**src/rtl/codec_ctrl_pkg.sv**
```systemverilog
// Shared types and helpers for the codec stage sequencer: FSM state encoding
// and the quality clamp applied once per block.
package codec_ctrl_pkg;

  typedef enum logic [2:0] {
    S_IDLE   = 3'd0,
    S_CLR    = 3'd1,
    S_LAUNCH = 3'd2,
    S_WAIT   = 3'd3,
    S_NEXT   = 3'd4,
    S_FIN    = 3'd5
  } seq_state_t;

  localparam int unsigned QMIN = 1;
  localparam int unsigned QMAX = 100;

  function automatic int unsigned q_clamp(input int unsigned q);
    if (q < QMIN) return QMIN;
    if (q > QMAX) return QMAX;
    return q;
  endfunction

endpackage

```
**src/rtl/codec_stage_seq_if.sv**
```systemverilog
// Block handshake, quality and stage control bundle of the stage sequencer.
// STAGE_BYPASS_EN adds the per-block bypass_mask.
interface codec_stage_seq_if #(
  parameter int unsigned NUM_STAGES = 3,
  parameter int unsigned QW         = 7
);
  localparam int unsigned SW = (NUM_STAGES > 1) ? $clog2(NUM_STAGES) : 1;

  logic                  in_valid;
  logic                  in_ready;
  logic [QW-1:0]         q_in;
  logic [QW-1:0]         q_out;
  logic [NUM_STAGES-1:0] stg_clr;
  logic [NUM_STAGES-1:0] stg_en;
  logic [NUM_STAGES-1:0] stg_done;
  logic [SW-1:0]         cur_stage;
  logic                  out_valid;
  logic                  out_ready;
  logic                  err;
  logic                  busy;
`ifdef STAGE_BYPASS_EN
  logic [NUM_STAGES-1:0] bypass_mask;
`endif

  // master: the sequencer; slave: block source/sink and stage modules
  modport master (
    input  in_valid, q_in, stg_done, out_ready,
`ifdef STAGE_BYPASS_EN
    input  bypass_mask,
`endif
    output in_ready, q_out, stg_clr, stg_en, cur_stage, out_valid, err, busy
  );

  modport slave (
    output in_valid, q_in, stg_done, out_ready,
`ifdef STAGE_BYPASS_EN
    output bypass_mask,
`endif
    input  in_ready, q_out, stg_clr, stg_en, cur_stage, out_valid, err, busy
  );

endinterface

```
**src/rtl/stage_timer.sv**
```systemverilog
// Per-stage WAIT timer: load clears, inc counts; expire_o is high while the
// count sits at TIMEOUT_CYC-1.
module stage_timer #(
  parameter int unsigned TIMEOUT_CYC = 255
) (
  input  logic clk,
  input  logic rst,
  input  logic load_i,
  input  logic inc_i,
  output logic expire_o
);
  localparam int unsigned TW = (TIMEOUT_CYC > 1) ? $clog2(TIMEOUT_CYC) : 1;
  localparam logic [TW-1:0] LAST = TW'(TIMEOUT_CYC - 1);

  logic [TW-1:0] cnt_q, cnt_d;
  logic          expire_q;

  always_comb begin
    cnt_d = cnt_q;
    if (load_i)     cnt_d = '0;
    else if (inc_i) cnt_d = cnt_q + TW'(1);
  end

  // expire is registered from the next count so it lines up with cnt_q
  always_ff @(posedge clk or posedge rst) begin
    if (rst) begin
      cnt_q    <= '0;
      expire_q <= 1'b0;
    end else begin
      cnt_q    <= cnt_d;
      expire_q <= (cnt_d == LAST);
    end
  end

  assign expire_o = expire_q;

endmodule

```
**src/rtl/codec_stage_seq.sv**
```systemverilog
// Sequences one block through a chain of NUM_STAGES stages (clear, start,
// wait for done with timeout). Optional STAGE_BYPASS_EN skips masked stages.
module codec_stage_seq
  import codec_ctrl_pkg::*;
#(
  parameter int unsigned NUM_STAGES  = 3,
  parameter int unsigned TIMEOUT_CYC = 255,
  parameter int unsigned QW          = 7
) (
  input logic               clk,
  input logic               rst,
  codec_stage_seq_if.master bus
);
  localparam int unsigned SW = (NUM_STAGES > 1) ? $clog2(NUM_STAGES) : 1;

  seq_state_t            state_q, state_d;
  logic [SW-1:0]         stage_q, stage_d;
  logic [QW-1:0]         q_q, q_d;
  logic                  err_q, err_d;
  logic                  in_ready_q, in_ready_d;
  logic                  busy_q, busy_d;
  logic                  out_valid_q, out_valid_d;
  logic [NUM_STAGES-1:0] clr_q, clr_d, en_q, en_d;
  logic [NUM_STAGES-1:0] skip_mask;
  logic                  timer_load, timer_inc, timer_expire;
  logic                  nxt_found;
  logic [SW-1:0]         nxt_idx;

`ifdef STAGE_BYPASS_EN
  logic [NUM_STAGES-1:0] mask_q, mask_d;
  assign skip_mask = mask_q;
`else
  assign skip_mask = '0;
`endif

  stage_timer #(.TIMEOUT_CYC(TIMEOUT_CYC)) u_timer (
    .clk      (clk),
    .rst      (rst),
    .load_i   (timer_load),
    .inc_i    (timer_inc),
    .expire_o (timer_expire)
  );

  // lowest non-skipped stage above the current one
  always_comb begin
    nxt_found = 1'b0;
    nxt_idx   = '0;
    for (int i = int'(NUM_STAGES) - 1; i >= 0; i--) begin
      if (i > int'(stage_q) && !skip_mask[i]) begin
        nxt_found = 1'b1;
        nxt_idx   = SW'(i);
      end
    end
  end

  always_comb begin
    state_d    = state_q;
    stage_d    = stage_q;
    q_d        = q_q;
    err_d      = err_q;
    timer_load = 1'b0;
    timer_inc  = 1'b0;
`ifdef STAGE_BYPASS_EN
    mask_d     = mask_q;
`endif
    case (state_q)
      S_IDLE: begin
        if (bus.in_valid && in_ready_q) begin
          q_d     = QW'(q_clamp(32'(bus.q_in)));
          stage_d = '0;
          err_d   = 1'b0;
`ifdef STAGE_BYPASS_EN
          mask_d  = bus.bypass_mask;
          state_d = bus.bypass_mask[0] ? S_NEXT : S_CLR;
`else
          state_d = S_CLR;
`endif
        end
      end
      S_CLR:    state_d = S_LAUNCH;
      S_LAUNCH: begin
        timer_load = 1'b1;
        state_d    = S_WAIT;
      end
      // done beats a simultaneous timer expiry
      S_WAIT: begin
        if (bus.stg_done[stage_q]) begin
          state_d = S_NEXT;
        end else if (timer_expire) begin
          err_d   = 1'b1;
          state_d = S_FIN;
        end else begin
          timer_inc = 1'b1;
        end
      end
      S_NEXT: begin
        if (nxt_found) begin
          stage_d = nxt_idx;
          state_d = S_CLR;
        end else begin
          state_d = S_FIN;
        end
      end
      S_FIN:   if (bus.out_ready) state_d = S_IDLE;
      default: state_d = S_IDLE;
    endcase

    in_ready_d  = (state_d == S_IDLE);
    busy_d      = (state_d != S_IDLE);
    out_valid_d = (state_d == S_FIN);
    clr_d       = (state_d == S_CLR)    ? (NUM_STAGES'(1) << stage_d) : '0;
    en_d        = (state_d == S_LAUNCH) ? (NUM_STAGES'(1) << stage_d) : '0;
  end

  always_ff @(posedge clk or posedge rst) begin
    if (rst) begin
      state_q     <= S_IDLE;
      stage_q     <= '0;
      q_q         <= '0;
      err_q       <= 1'b0;
      in_ready_q  <= 1'b0;
      busy_q      <= 1'b0;
      out_valid_q <= 1'b0;
      clr_q       <= '0;
      en_q        <= '0;
    end else begin
      state_q     <= state_d;
      stage_q     <= stage_d;
      q_q         <= q_d;
      err_q       <= err_d;
      in_ready_q  <= in_ready_d;
      busy_q      <= busy_d;
      out_valid_q <= out_valid_d;
      clr_q       <= clr_d;
      en_q        <= en_d;
    end
  end

`ifdef STAGE_BYPASS_EN
  always_ff @(posedge clk or posedge rst) begin
    if (rst) mask_q <= '0;
    else     mask_q <= mask_d;
  end
`endif

  assign bus.in_ready  = in_ready_q;
  assign bus.q_out     = q_q;
  assign bus.stg_clr   = clr_q;
  assign bus.stg_en    = en_q;
  assign bus.cur_stage = stage_q;
  assign bus.out_valid = out_valid_q;
  assign bus.err       = err_q;
  assign bus.busy      = busy_q;

endmodule

```
**src/flat_wrapper.sv**
```systemverilog
// flat-port wrapper written by rule: the top's interface ports become plain ports
module codec_stage_seq_flat import codec_ctrl_pkg::*;
#(
  parameter int unsigned NUM_STAGES  = 3,
  parameter int unsigned TIMEOUT_CYC = 255,
  parameter int unsigned QW          = 7
)
  (clk, rst, bus_in_valid, bus_q_in, bus_stg_done, bus_out_ready, bus_in_ready, bus_q_out, bus_stg_clr, bus_stg_en, bus_cur_stage, bus_out_valid, bus_err, bus_busy);
  codec_stage_seq_if #(.NUM_STAGES(NUM_STAGES), .QW(QW)) bus_i ();
  input logic clk;
  input logic rst;
  input wire logic [$bits(bus_i.in_valid)-1:0] bus_in_valid;
  input wire logic [$bits(bus_i.q_in)-1:0] bus_q_in;
  input wire logic [$bits(bus_i.stg_done)-1:0] bus_stg_done;
  input wire logic [$bits(bus_i.out_ready)-1:0] bus_out_ready;
  output wire logic [$bits(bus_i.in_ready)-1:0] bus_in_ready;
  output wire logic [$bits(bus_i.q_out)-1:0] bus_q_out;
  output wire logic [$bits(bus_i.stg_clr)-1:0] bus_stg_clr;
  output wire logic [$bits(bus_i.stg_en)-1:0] bus_stg_en;
  output wire logic [$bits(bus_i.cur_stage)-1:0] bus_cur_stage;
  output wire logic [$bits(bus_i.out_valid)-1:0] bus_out_valid;
  output wire logic [$bits(bus_i.err)-1:0] bus_err;
  output wire logic [$bits(bus_i.busy)-1:0] bus_busy;
  assign bus_i.in_valid = bus_in_valid;
  assign bus_i.q_in = bus_q_in;
  assign bus_i.stg_done = bus_stg_done;
  assign bus_i.out_ready = bus_out_ready;
  assign bus_in_ready = bus_i.in_ready;
  assign bus_q_out = bus_i.q_out;
  assign bus_stg_clr = bus_i.stg_clr;
  assign bus_stg_en = bus_i.stg_en;
  assign bus_cur_stage = bus_i.cur_stage;
  assign bus_out_valid = bus_i.out_valid;
  assign bus_err = bus_i.err;
  assign bus_busy = bus_i.busy;
  codec_stage_seq #(.NUM_STAGES(NUM_STAGES), .TIMEOUT_CYC(TIMEOUT_CYC), .QW(QW)) u_core (.clk(clk), .rst(rst), .bus(bus_i));
endmodule
```
**config.mk**
```make
export PLATFORM = sky130hd
export DESIGN_NAME = codec_stage_seq_flat
export DESIGN_NICKNAME = d
export VERILOG_FILES = /design/src/rtl/codec_ctrl_pkg.sv /design/src/rtl/codec_stage_seq_if.sv /design/src/rtl/stage_timer.sv /design/src/rtl/codec_stage_seq.sv /design/src/flat_wrapper.sv
export SDC_FILE = /design/constraint.sdc
export NUM_CORES = 1
export LEC_CHECK = 0
export CAP_MARGIN = 25
export CORE_UTILIZATION = 52
export CTS_BUF_LIST = sky130_fd_sc_hd__clkbuf_8
export CTS_CLUSTER_DIAMETER = 150
export DETAILED_ROUTE_END_ITERATION = 10
export PLACE_DENSITY = 0.82
export SLEW_MARGIN = 25
export SYNTH_ARGS = -nofsm -noshare
export SYNTH_HDL_FRONTEND = slang
export SYNTH_HIERARCHICAL = 1
export SYNTH_SLANG_ARGS = --single-unit
```
**constraint.sdc**
```tcl
create_clock -name clk -period 2.5 [get_ports clk]
set_clock_uncertainty 0.1 [all_clocks]
set_input_delay 0.75 -clock clk [delete_from_list [all_inputs] [get_ports clk]]
set_output_delay 0.75 -clock clk [all_outputs]
set_load 0.1 [all_outputs]
```
## After elaboration in Yosys (flattened, before gate mapping)

Index checks and enable logic that the tools add are counted.
Widths: inputs -> output; s select.

| storage, ports and cells | value |
|---|---|
| bits in registers | 31 |
| input bits | 14 |
| output and inout bits | 19 |
| word-level logic and storage cells | 75 |

| operators by class | value |
|---|---|
| add/sub/neg operators | 1 |
| magnitude comparators | 5 |
| equality and inequality tests | 12 |
| shift-type cells | 1 |
| multiplexer cells | 38 |
| reduce and logical (&&, ||, !) cells | 7 |

Operators with widths:

| kind | number |
|---|---|
| $mux 3 | 7 |
| $mux 7 | 3 |
| $mux 1 | 18 |
| $pmux 3 s6 | 1 |
| $mux 8 | 2 |
| $eq 3x2->1 const B | 3 |
| $eq 3x3->1 const B | 3 |
| $add 8x1->8 const B | 1 |
| $eq 8x8->1 const B | 1 |
| $mux 2 | 4 |
| $gt 7x7->1 const B | 1 |
| $lt 7x1->1 const B | 1 |
| $eq 3x1->1 const B | 2 |
| $logic_not 3->1 | 2 |
| $ne 2x2->1 const B | 2 |
| $pmux 2 s2 | 1 |
| $reduce_and 4->1 | 1 |
| $lt 2x3->1 const B | 1 |
| $reduce_bool 3->1 | 1 |
| $shl 1x2->3 const A | 1 |
| $bmux 1 s2 | 1 |
| $gt 1x2->1 const A | 1 |
| $gt 2x2->1 const A | 1 |
| $ne 2x1->1 const B | 1 |
| 4 further kinds | 4 |

## Logic depth before layout (Yosys ltp)

| logic depth | value |
|---|---|
| depth after elaboration | 9 |
| depth in mapped cells | 9 |
| depth with buffers taken out | 7 |

## Hierarchy

Netlist, hierarchy kept.

Modules (own cells, without submodules):

| module | times used | cells an instance | area an instance (um2) |
|---|---|---|---|
| codec_stage_seq | 1 | 94 | 1047.3 |
| stage_timer | 1 | 43 | 464.2 |

## Least setup slack after synthesis

Ideal clock, no wire load.

| timing | value |
|---|---|
| path type | flip-flop to flip-flop |
| from | register u_core.stage_q[1] (netlist: u_core/bus.cur_stage[1]) |
| to | register u_core.u_timer.expire_q (netlist: u_core/u_timer/expire_o) |
| setup time | 0.096 ns |
| arrival | 2.722 ns |
| slack | -0.418 ns |
| cell stages (with the launch flop) | 9 |
| buffers on the path | 1 |
| period minus slack after synthesis | 2.918 ns |
| path through | dfrtp_1 mux2i_1 o22ai_2 nor3_1 buf_4 nand4_4 or3_1 a221o_1 nor4_2 |

| between the ends | value |
|---|---|
| cells in the longest elaborated chain, start to end | 7 |

Ends and longest elaborated chain:

| item | RTL line | RTL |
|---|---|---|
| from (decl) | codec_stage_seq.sv:17 | `logic [SW-1:0] stage_q, stage_d;` |
| from (signal assigned) | codec_stage_seq.sv:128 | `stage_q <= stage_d;` |
| $bmux 1 s2 | codec_stage_seq.sv:87 | `if (bus.stg_done[stage_q]) begin` |
| $mux 1 (not written as such) | codec_stage_seq.sv:87 |  |
| $mux 1 | codec_stage_seq.sv:87 |  |
| $mux 1 | codec_stage_seq.sv:66 | `case (state_q)` |
| net u_core.timer_inc | codec_stage_seq.sv:25 | `logic timer_load, timer_inc, timer_expire;` |
| $mux 8 | stage_timer.sv:21 | `else if (inc_i) cnt_d = cnt_q + TW'(1);` |
| $mux 8 | stage_timer.sv:20 | `if (load_i) cnt_d = '0;` |
| $eq 8x8->1 | stage_timer.sv:31 | `expire_q <= (cnt_d == LAST);` |
| to (signal assigned) | stage_timer.sv:31 |  |
| to (decl) | stage_timer.sv:16 | `logic expire_q;` |

The timed path passes the listed nets, and every way through them passes these cells. The select of a mux whose other input is x is not followed.
A chain may end at the register's enable or synchronous reset.

## Worst setup path in the final report

| timing | value |
|---|---|
| from | input port bus_stg_done[2] |
| to | register u_core.u_timer.expire_q (netlist: u_core/u_timer/expire_o) |

| between the ends | value |
|---|---|
| cells in the longest elaborated chain, start to end | 7 |

Ends and longest elaborated chain:

| item | RTL line | RTL |
|---|---|---|
| from (decl) | flat_wrapper.sv:14 | `input wire logic [$bits(bus_i.stg_done)-1:0] bus_stg_done;` |
| $bmux 1 s2 | codec_stage_seq.sv:87 |  |
| $mux 1 (not written as such) | codec_stage_seq.sv:87 |  |
| $mux 1 | codec_stage_seq.sv:87 |  |
| $mux 1 | codec_stage_seq.sv:66 |  |
| net u_core.timer_inc | codec_stage_seq.sv:25 |  |
| $mux 8 | stage_timer.sv:21 |  |
| $mux 8 | stage_timer.sv:20 |  |
| $eq 8x8->1 | stage_timer.sv:31 |  |

The timed path passes the listed nets, and every way through them passes these cells. The select of a mux whose other input is x is not followed.

==> results.py <==
metrics = {
    "cts": {
        "clk_path_buf_depth": 2,
        "clkSlewWorstSetupHoldPaths_ps": 60,
        "clkSinkCount": 31,
        "cts_tree": "done",
        "cts_buffers": 5,
        "htreeDepth": 2,
        "cts-root-buf": "clkbuf_8",
        "clk_latency_ps": 280,
    },
    "power": {
        "cellPowerDensity_nw_per_um2": 1010,
        "vdd_ir_drop_max_mv": 1.18,
        "static-leakage-power_nw": 0.918,
    },
    "route": {
        "postRouteWirelength_um": 3150,
        "via_count": 1239,
        "route.detailed.drc": 0,
        "detail_route.vias_per_cell": 5.74,
        "drt_iter0_markers": 32,
        "average_detailed_routed_wire_length_per_instance_um": 14.6,
        "ant_nets": 0,
        "first_pass_iters": 4,
    },
    "timing": {
        "finalSetupViolCount": 0,
        "slew_viols_final": 0,
        "hold_slack_ps": 406,
        "timing_hold_violations_final": 0,
        "fin_crit_sh_pct": 95.1,
        "measured_slew_at_the_worst_slew_check_pin_ps": 536,
        "grt_setup_unrepaired": "false",
        "achievable-frequency_mhz": 421,
        "slew-limit-headroom_pct": 64.2,
        "finalWorstPathRequiredPeriod_ps": 2380,
    },
    "floorplanning": {
        "initial_utilization_pct": 54.8,
        "design.portCount": 33,
        "core_footprint_um2": 2760,
        "die_area_um2": 3130,
        "chipWidth_um": 55.9,
        "placement_row_count": 19,
        "chipHeight_um": 55.9,
    },
    "grt": {
        "grt_start_max_net_pins": 15,
        "grt_overflow_total": 0,
        "grt_antenna_before_repair": 0,
        "global_route.usage.total_pct": 23.5,
        "first_global_vias": 1250,
        "grt_first_pass_wirelength_um": 5530,
    },
    "setup_path": {
        "critical_path_peak_fanout": 3,
        "critical_path_arrival_ps": 2470,
        "setup.worst_path.start_class": "input port",
        "timing.critical_path.required_ps": 2590,
        "critPathCaptureType": "flip-flop",
        "worstSetupPathType": "in -> reg",
    },
    "finish": {
        "mostFrequentLayoutCells": "buf_4, dfrtp_1, nor2_1",
        "drive_above_1_share_pct": 31.9,
        "final_net_count": 201,
        "final-instance-count-excl-fill": 216,
        "synthToLayoutAreaGrowth_pct": 32.8,
        "antennaDiodeCount": 0,
        "layout.cells.most_common": "buf_4",
    },
    "place": {
        "post-place-cells": 207,
        "place.gp.congestion": 0.828,
        "hpwlAfterDp_um": 2390,
        "io_buffer_count": 32,
    },
    "logic_synthesis": {
        "ys_ff_latch": 31,
        "synthesis.nets": 154,
        "yosysWarningCount": 6,
        "portion_of_the_post_synthesis_area_used_by_sequential_elements_pct": 51.3,
        "synth_area_per_cell_um2": 11.0,
        "synth_cell_type_count": 42,
        "syn-instance-count": 137,
        "post_synth_design_cell_area_um2": 1510,
    },
    "min_path": {
        "type_of_the_most_critical_hold_path": "reg -> reg",
    },
    "run_status": {
        "status": "finished clean",
    },
    "run": {
        "cap_violations": 0,
    },
}
[cells in the mapped netlist]
cell type | instances | area [um^2]
a211oi_1 | 2 | 15.0
a211oi_2 | 2 | 25.0
a21bo_1 | 1 | 10.0
a21oi_1 | 6 | 30.0
a221o_1 | 2 | 20.0
a22o_1 | 4 | 35.0
a22oi_1 | 1 | 7.51
a31oi_2 | 1 | 12.5
and2_4 | 1 | 8.76
buf_2 | 2 | 10.0
buf_4 | 3 | 22.5
dfrtp_1 | 31 | 776
ha_1 | 3 | 37.5
inv_1 | 11 | 41.3
inv_2 | 2 | 7.51
mux2_2 | 2 | 22.5
mux2i_1 | 2 | 20.0
nand2_1 | 8 | 30.0
nand2b_1 | 2 | 12.5
nand3_1 | 1 | 5.00
nand3b_1 | 1 | 7.51
nand4_1 | 2 | 12.5
nand4_4 | 2 | 42.5
nand4bb_1 | 1 | 11.3
nor2_1 | 13 | 48.8
nor2_2 | 1 | 6.26
nor3_1 | 5 | 25.0
nor3b_1 | 1 | 7.51
nor4_2 | 1 | 12.5
nor4b_2 | 2 | 30.0
o211a_1 | 1 | 10.0
o21a_1 | 3 | 22.5
o21ai_0 | 1 | 5.00
o21ai_1 | 3 | 15.0
o22ai_2 | 1 | 12.5
o2bb2ai_1 | 1 | 8.76
o31ai_1 | 1 | 7.51
o41ai_1 | 1 | 8.76
or3_1 | 4 | 25.0
or3b_1 | 1 | 8.76
xnor2_1 | 2 | 17.5
xor2_1 | 2 | 17.5
[critical path, cell delays in order]
cell	delay, ps
clkdlybuf4s15_1	160
mux2i_1	160
o22ai_2	130
nor3_2	140
buf_4	150
nand4_4	90
or3_4	340
a221o_1	330
nor4_2	200
[cells by family after synthesis]
kind of cell,after synthesis,share of synthesized area (%)
and+or+nand+nor,46,19.5
AOI/OAI and AO/OA,31,16.2
DFF,31,51.3
buffers and inverters,18,5.38
xor gates and xnor gates,4,2.32
muxes,4,2.81
adders and majority gates,3,2.48
[routing by layer]
layer,vias up,global-route usage [%],share of wire [%]
met1,612,29.1,41
met2,40,37.0,50
met3,10,8.84,6.6
li1,577,-,-
met4,0,10.1,2.2
met5,-,0,0
[final cells by class]
type / count / area (um^2)
multi-input cells: 88 / 669
clock buffers: 7 / 96.3
well taps: 31 / 38.8
inverters: 13 / 48.8
repair buffers: 45 / 369
clock inverters: 1 / 3.75
fillers: 221 / 751
flip-flops and latches: 31 / 781
[stage by stage]
stage | util (%) | total power, mW | TNS, ps | area [um^2] | worst slack (ps)
finish | 72.8 | 2.03 | 0 | 2010 | 123
global placement | 68.4 | 1.59 | -447 | 1890 | -316
global route | 72.8 | 2.14 | 0 | 2010 | 17.8
detailed placement | 68.4 | 1.62 | -815 | 1890 | -418
floorplan | - | 1.34 | 0 | 1520 | 18.4
CTS | 72.8 | 2.05 | 0 | 2010 | 44.3
[power breakdown]
group          internal, mW  switching (mW)
registers             0.601          0.0823
logic                 0.311           0.617
clock network         0.247           0.175
total                  1.16           0.874
[final timing paths]
kind	start	end	slack (ps)	depth (start not counted)
worst min register to register	u_core/bus.err	u_core/bus.err	410	1
worst min-delay path	u_core/bus.err	u_core/bus.err	410	1
max in group asynchronous	rst	u_core/bus.q_out[5]	1030	3
min in group asynchronous	rst	u_core/u_timer/cnt_q[6]	670	2
worst max register to register	u_core/bus.cur_stage[1]	u_core/u_timer/expire_o	210	8
worst max-delay path	bus_stg_done[2]	u_core/u_timer/expire_o	120	9
[flip-flops by register name (all words and copies together) (netlist names)]
signal                   cells
u_core/u_timer/expire_o      1
u_core/bus.err               1
u_core/u_timer/cnt_q         8
u_core/bus.cur_stage         2
u_core/state_q               3
u_core/bus.q_out             7
u_core/bus.stg_clr           3
u_core/bus.in_ready          1
u_core/bus.out_valid         1
u_core/bus.busy              1
u_core/bus.stg_en            3
[timing repair]
item / 4_1_cts / 5_1_grt
hold buffers: 0 / 0
setup buffers: 1 / 0
resized for setup: 8 / 0
pin swaps: 6 / 1
hold endpoints to repair: 0 / 0
setup endpoints to repair: 1 / 1
No activity file was read; power rests on OpenSTA's default activity.
